**config.mk**
```make
export PLATFORM = sky130hd
export DESIGN_NAME = clock_div_mc
export DESIGN_NICKNAME = d
export VERILOG_FILES = /design/src/rtl/clock_div_mc.sv
export SDC_FILE = /design/constraint.sdc
export NUM_CORES = 1
export LEC_CHECK = 0
export ABC_AREA = 1
export CORE_MARGIN = 2
export CORE_UTILIZATION = 39
export CTS_CLUSTER_DIAMETER = 30
export DETAILED_ROUTE_END_ITERATION = 12
export GPL_ROUTABILITY_DRIVEN = 0
export SYNTH_ARGS = -nofsm -noshare
export SYNTH_HDL_FRONTEND = slang
export SYNTH_SLANG_ARGS = --single-unit
```
**constraint.sdc**
```tcl
create_clock -name clk -period 2.21 [get_ports clk]
set_clock_uncertainty 0.15 [all_clocks]
set_input_delay 0.442 -clock clk [delete_from_list [all_inputs] [get_ports clk]]
set_output_delay 0.442 -clock clk [all_outputs]
set_load 0.03 [all_outputs]
```
**src/rtl/clock_div_mc.sv**
```systemverilog
`default_nettype none
// ============================================================================
// Module   : clock_div_mc
// Brief    : NCH independent integer clock dividers (N = 0..2^WIDTH-1) with
//            glitch-free runtime reload and a shared phase-align request.
// Revision : 1.0 - initial release
// ============================================================================
module clock_div_mc #(
    parameter int NCH   = 4,
    parameter int WIDTH = 8,
    parameter int DEF_N = 2
) (
    input  logic                 clk,
    input  logic                 resetb,
    input  logic [NCH-1:0]       en,
    input  logic [NCH*WIDTH-1:0] div_n,
    input  logic [NCH-1:0]       load,
    input  logic                 sync_all,
    output logic [NCH-1:0]       busy,
    output logic [NCH-1:0]       tick,
    output logic [NCH-1:0]       clk_out
);
    typedef enum logic {ST_IDLE = 1'b0, ST_RUN = 1'b1} state_t;

    localparam logic [WIDTH-1:0] C_DEF_N = WIDTH'(DEF_N);
    localparam logic [WIDTH-1:0] C_ONE   = WIDTH'(1);
    localparam logic [WIDTH-1:0] C_TWO   = WIDTH'(2);

    genvar gi;
    generate
        for (gi = 0; gi < NCH; gi++) begin : g_ch
            state_t           state_q, state_d;
            logic [WIDTH-1:0] act_n_q, act_n_d;
            logic [WIDTH-1:0] pend_q, pend_d;
            logic [WIDTH-1:0] cnt_q, cnt_d;
            logic             busy_q, busy_d;
            logic             done_q, done_d;
            logic             tick_q, tick_d;
            logic             hi_q, hi_d;
            logic             hi_neg_q, gate_q, gate_d;
            logic             pend_vld, bnd, stop;
            logic [WIDTH-1:0] new_n, cnt_dec, thr;

            always_comb begin
                state_d  = state_q;
                act_n_d  = act_n_q;
                pend_d   = pend_q;
                cnt_d    = cnt_q;
                busy_d   = busy_q;
                done_d   = done_q;
                tick_d   = 1'b0;
                hi_d     = 1'b0;
                bnd      = 1'b0;
                stop     = 1'b0;
                pend_vld = busy_q & ~done_q;
                new_n    = pend_vld ? pend_q : act_n_q;
                cnt_dec  = cnt_q - C_ONE;
                // High while the count is above ceil(N/2); odd N gets its
                // extra half cycle from the negedge copy of hi_q.
                thr      = (act_n_q >> 1) + {{(WIDTH-1){1'b0}}, act_n_q[0]};

                if (state_q == ST_IDLE) begin
                    if (en[gi]) begin
                        bnd = 1'b1;
                    end else if (pend_vld) begin
                        act_n_d = pend_q;
                        done_d  = 1'b1;
                    end
                end else if (sync_all || (act_n_q <= C_ONE) || (cnt_q <= C_ONE)) begin
                    if (en[gi]) bnd  = 1'b1;
                    else        stop = 1'b1;
                end else begin
                    cnt_d = cnt_dec;
                    hi_d  = (cnt_dec > thr);
                end

                if (bnd) begin
                    state_d = ST_RUN;
                    act_n_d = new_n;
                    cnt_d   = new_n;
                    tick_d  = 1'b1;
                    hi_d    = (new_n >= C_TWO);
                    if (pend_vld) done_d = 1'b1;
                end
                if (stop) begin
                    state_d = ST_IDLE;
                    act_n_d = new_n;
                    cnt_d   = '0;
                    if (pend_vld) done_d = 1'b1;
                end

                if (busy_q && done_q) begin
                    busy_d = 1'b0;
                    done_d = 1'b0;
                end else if (load[gi] && !busy_q) begin
                    pend_d = div_n[gi*WIDTH +: WIDTH];
                    busy_d = 1'b1;
                    done_d = 1'b0;
                end

                // Bypass gate follows the state the next posedge will enter,
                // so it opens/closes while clk is low and the rise lands on
                // the boundary edge itself.
                gate_d = (state_d == ST_RUN) && (act_n_d <= C_ONE);
            end

            always_ff @(posedge clk or negedge resetb) begin
                if (!resetb) begin
                    state_q <= ST_IDLE;
                    act_n_q <= C_DEF_N;
                    pend_q  <= '0;
                    cnt_q   <= '0;
                    busy_q  <= 1'b0;
                    done_q  <= 1'b0;
                    tick_q  <= 1'b0;
                    hi_q    <= 1'b0;
                end else begin
                    state_q <= state_d;
                    act_n_q <= act_n_d;
                    pend_q  <= pend_d;
                    cnt_q   <= cnt_d;
                    busy_q  <= busy_d;
                    done_q  <= done_d;
                    tick_q  <= tick_d;
                    hi_q    <= hi_d;
                end
            end

            always_ff @(negedge clk or negedge resetb) begin
                if (!resetb) begin
                    hi_neg_q <= 1'b0;
                    gate_q   <= 1'b0;
                end else begin
                    hi_neg_q <= hi_q;
                    gate_q   <= gate_d;
                end
            end

            assign busy[gi]    = busy_q;
            assign tick[gi]    = tick_q;
            assign clk_out[gi] = hi_q | (act_n_q[0] & hi_neg_q) | (clk & gate_q);
        end
    endgenerate
endmodule
`default_nettype wire

```
Word level (Yosys, flattened, before mapping)

Index checks and enable logic that the tools add are counted.

Add/sub/neg operators: 8
Magnitude comparators: 20
Equal/unequal tests: 4
Mux-type cells: 128
Bitwise operators: 28
Reductions and logical operators: 40

Operators by type and width:

| operator                                                                             | number |
|---|---|
| 8-bit 2-to-1 mux                                                                     | 36 |
| 8-bit by 1-bit <= comparator with 1-bit output (second input constant)               | 12 |
| 1-bit 2-to-1 mux                                                                     | 92 |
| 7-bit by 1-bit adder with 8-bit output                                               | 4 |
| 8-bit by 2-bit greater-or-equal comparator with 1-bit output (second input constant) | 4 |
| 8-bit greater-than comparator                                                        | 4 |
| 8-bit by 1-bit subtractor with 8-bit output (second input constant)                  | 4 |
| 2-bit AND reduction                                                                  | 8 |
| 1-bit AND                                                                            | 12 |
| 1-bit logical AND                                                                    | 12 |
| 3-bit inequality test (second input constant)                                        | 4 |
| 3-bit nonzero test                                                                   | 4 |
| 1-bit logical OR                                                                     | 8 |
| 1-bit inverter                                                                       | 8 |
| 1-bit OR                                                                             | 8 |
| 2-bit nonzero test                                                                   | 4 |
| 1-bit zero test                                                                      | 4 |

Register bits after elaboration: 124
Input port bits: 43
Output and inout bits: 12
Logic and storage cells: 268

Longest topological paths before layout

Depth after elaboration: 11
Gate-level depth with buffers: 14
Mapped depth without buffers: 14

==> impl_metrics.py <==
metrics = {
    "synth": {
        "synthesis.nets": 990,
        "netlist_area_mm2": 0.007577,
        "syn_avg_cell_area_um2": 8.504,
        "synth-seq-cells": 124,
        "ys.warnings.count": 0,
        "synthCells": 891,
        "yosysSeqAreaShare": 0.4102,
        "synthDistinctLibCells": 38,
    },
    "setup_path": {
        "cp-start-kind": "register",
        "rrSetupSlack_ns": -0.82,
        "endpoint_kind": "output port",
        "critPathMaxFanout": 1,
        "crit_required_ns": 1.62,
        "cp.arrival_ns": 2.49,
        "critical_path_class": "register to output port",
    },
    "cts": {
        "cts_tree": "built",
        "clk_latency_ns": 0.54,
        "clk_pin_slew_ns": 0.06,
    },
    "outcome": {
        "violations": "negative setup slack",
        "outcome": "finished, violations left",
    },
    "drt": {
        "post_drt_wl_per_cell_um": 14.48,
        "routed_wirelength_mm": 21.36,
        "vias_per_cell": 4.834,
        "drc": 0,
        "drt_first_pass_iters": 5,
        "drtAntennaViolNets": 0,
        "vias": 7130,
        "drtIter0Drc": 336,
    },
    "hold_path": {
        "hold_class": "primary input to asynchronous set/reset pin",
    },
    "power": {
        "ir_drop_uv": 836.1,
        "p_int_mw": 11.90,
        "p_per_area_mw_per_mm2": 1754,
        "power_frac_clock": 0.187,
        "power.leakage_nw": 5.681,
        "swShare": 0.4146,
        "p_sw_mw": 8.426,
        "sequentialPowerShare": 0.196,
        "combPwrFrac": 0.617,
    },
    "sta": {
        "slew-limit-headroom": 0.7024,
        "hold_viol": 0,
        "finalSetupTns_ns": -7.358,
        "worst_pin_slew_ns": 0.4453,
        "grt_setup_unrepaired": "yes",
        "setup_viol": 12,
        "fin_hold_ws_ns": 0.2161,
        "slew_viol_final": 0,
        "timing.final.ws_setup_ns": -0.8729,
    },
    "floorplanning": {
        "core_mm2": 0.01889,
        "die-area_mm2": 0.02056,
        "fp.dieW_um": 143.4,
        "io_pins": 55,
        "start_util": 0.4011,
        "die_h_um": 143.4,
        "std_cell_rows": 50,
    },
    "grt": {
        "track_usage": 0.2170,
        "grtUsageMet2": 0.3717,
        "grt-ovfl-total": 0,
        "grt_start_max_net_pins": 36,
        "antenna_found_initial": 0,
        "grt_use_met3": 0.04898,
        "use_met1": 0.2697,
        "busiest_layer": "met2",
        "grt_pass1_wl_mm": 34.86,
        "grt_pass1_vias": 7248,
    },
    "cells_and_area": {
        "design_area_mm2": 0.01159,
        "area_delta_synth_final_pct": 52.91,
        "fill_cells": 1609,
        "num_antenna_cells": 0,
        "layout.cells.non_filler": 1475,
        "final_cell_mix": "buf_4 (229), nand2_1 (180), dfrtp_1 (111)",
        "final_common_cell": "buf_4",
        "fin_nets": 1300,
        "layout-drive-gt1-share": 0.3852,
    },
    "place": {
        "port_buffers": 54,
        "dp.cells": 1400,
        "placed_cell_area_mm2": 0.009963,
        "hpwlAfterDp_mm": 14.86,
    },
    "run": {
        "cap_viol_max_count": 0,
    },
}
==> worst max-delay path, stage by stage, from the launching register on <==
cell and delay (ns):
dfrtn_1 0.36, a221o_2 0.35, buf_6 0.14
==> registers in the layout (all words and copies together) (netlist names) <==
name           cells
g_ch.tick_q        4
g_ch.gate_q        4
g_ch.done_q        4
g_ch.state_q       4
g_ch.busy_q        4
g_ch.act_n_q      32
g_ch.pend_q       32
g_ch.hi_neg_q      4
g_ch.hi_q          4
g_ch.cnt_q        32
==> Yosys cell counts <==
master	instances	area share
nand2_1	210	0.10
dfrtp_1	112	0.37
inv_1	111	0.055
nor2_1	83	0.041
nand3_1	61	0.040
ha_1	56	0.092
xor2_1	34	0.039
mux2_2	32	0.048
a21oi_1	25	0.017
o21ai_0	22	0.015
o221ai_1	19	0.022
buf_4	10	0.0099
nand2_2	10	0.0083
nand4_1	10	0.0083
o211ai_1	9	0.0089
xnor2_1	9	0.010
dfrtn_1	8	0.026
nor3_1	8	0.0053
nand3b_1	7	0.0069
nor2_2	7	0.0058
o22ai_1	6	0.0050
inv_2	5	0.0025
a221o_1	4	0.0053
buf_6	4	0.0059
dfstp_2	4	0.014
a22oi_1	3	0.0030
buf_2	3	0.0020
nand4_4	3	0.0084
nor2_4	3	0.0045
o21ai_1	3	0.0020
nand2_4	2	0.0030
nand3_4	2	0.0046
and2_1	1	0.00083
nor2_8	1	0.0026
o21bai_1	1	0.00099
or2_0	1	0.00083
or2_2	1	0.00083
or2_4	1	0.0012
==> logic make-up (layout without fill, tap and decap cells) <==
kind of cell | after synthesis | after routing | synth area share
flip-flops | 124 | 124 | 0.4102
XOR/XNOR | 43 | 43 | 0.04970
AND/OR/NAND/NOR | 411 | 414 | 0.2467
multiplexers | 32 | 32 | 0.04756
adder cells (fa/ha/maj) | 56 | 56 | 0.09247
buffers and inverters | 133 | 454 | 0.07530
AO/OA/AOI/OAI | 92 | 92 | 0.07810
==> power by group through the flow <==
stage	Sequential [mW]	Combinational (mW)	Clock, mW
finish	3.98	12.5	3.81
global route	4.11	13.9	4.02
CTS	3.95	11.7	3.87
detailed placement	3.95	10.6	0.262
global placement	3.92	10.4	0.262
floorplan	4.06	5.92	0.175
==> cell type report <==
type                    count  area [µm²]  area share
flip-flops and latches    124        3109      0.2684
repair buffers            297        2424      0.2092
well taps                 260       325.3     0.02808
multi-input cells         637        4473      0.3861
clock buffers              27       588.1     0.05076
inverters                 116       447.9     0.03866
clock inverters            14       219.0     0.01890
==> final timing paths <==
kind	start	endpoint	cells after the start
worst max-delay path	g_ch[3].gate_q	clk_out[3]	2
worst min-delay path	resetb	g_ch[2].act_n_q[0]	2
worst max register to register	g_ch[3].act_n_q[1]	g_ch[3].gate_q	12
worst min register to register	g_ch[0].pend_q[2]	g_ch[0].pend_q[2]	1
max in group asynchronous	resetb	g_ch[0].hi_neg_q	2
min in group clk	g_ch[0].pend_q[2]	g_ch[0].pend_q[2]	1
==> stage by stage <==
step | worst slack, ns | utilization | power (mW)
floorplan | -0.6555 | - | 10.16
global placement | -0.9567 | 0.5274 | 14.54
detailed placement | -1.004 | 0.5274 | 14.76
CTS | -0.8806 | 0.5937 | 19.55
global route | -0.9119 | 0.6132 | 22.03
finish | -0.8729 | 0.6132 | 20.32
==> per-layer routing <==
| layer | vias up | wire, µm | share of wire |
|---|---|---|---|
| li1 | 3564 | - | - |
| met1 | 3395 | 9414 | 0.44 |
| met2 | 134 | 10750 | 0.50 |
| met3 | 37 | 790 | 0.037 |
| met4 | 0 | 405 | 0.019 |
| met5 | - | 0 | 0 |
==> what timing repair did <==
item                                    in CTS  in global routing
gates resized for setup                     96                 82
cloned                                       0                  3
pin swaps                                   43                 53
endpoints found under the setup margin      16                 21
hold buffers                                 1                  0
buffers inserted                            26                 22
endpoints found under the hold margin       28                  0
(Power assumes the default switching activity.)
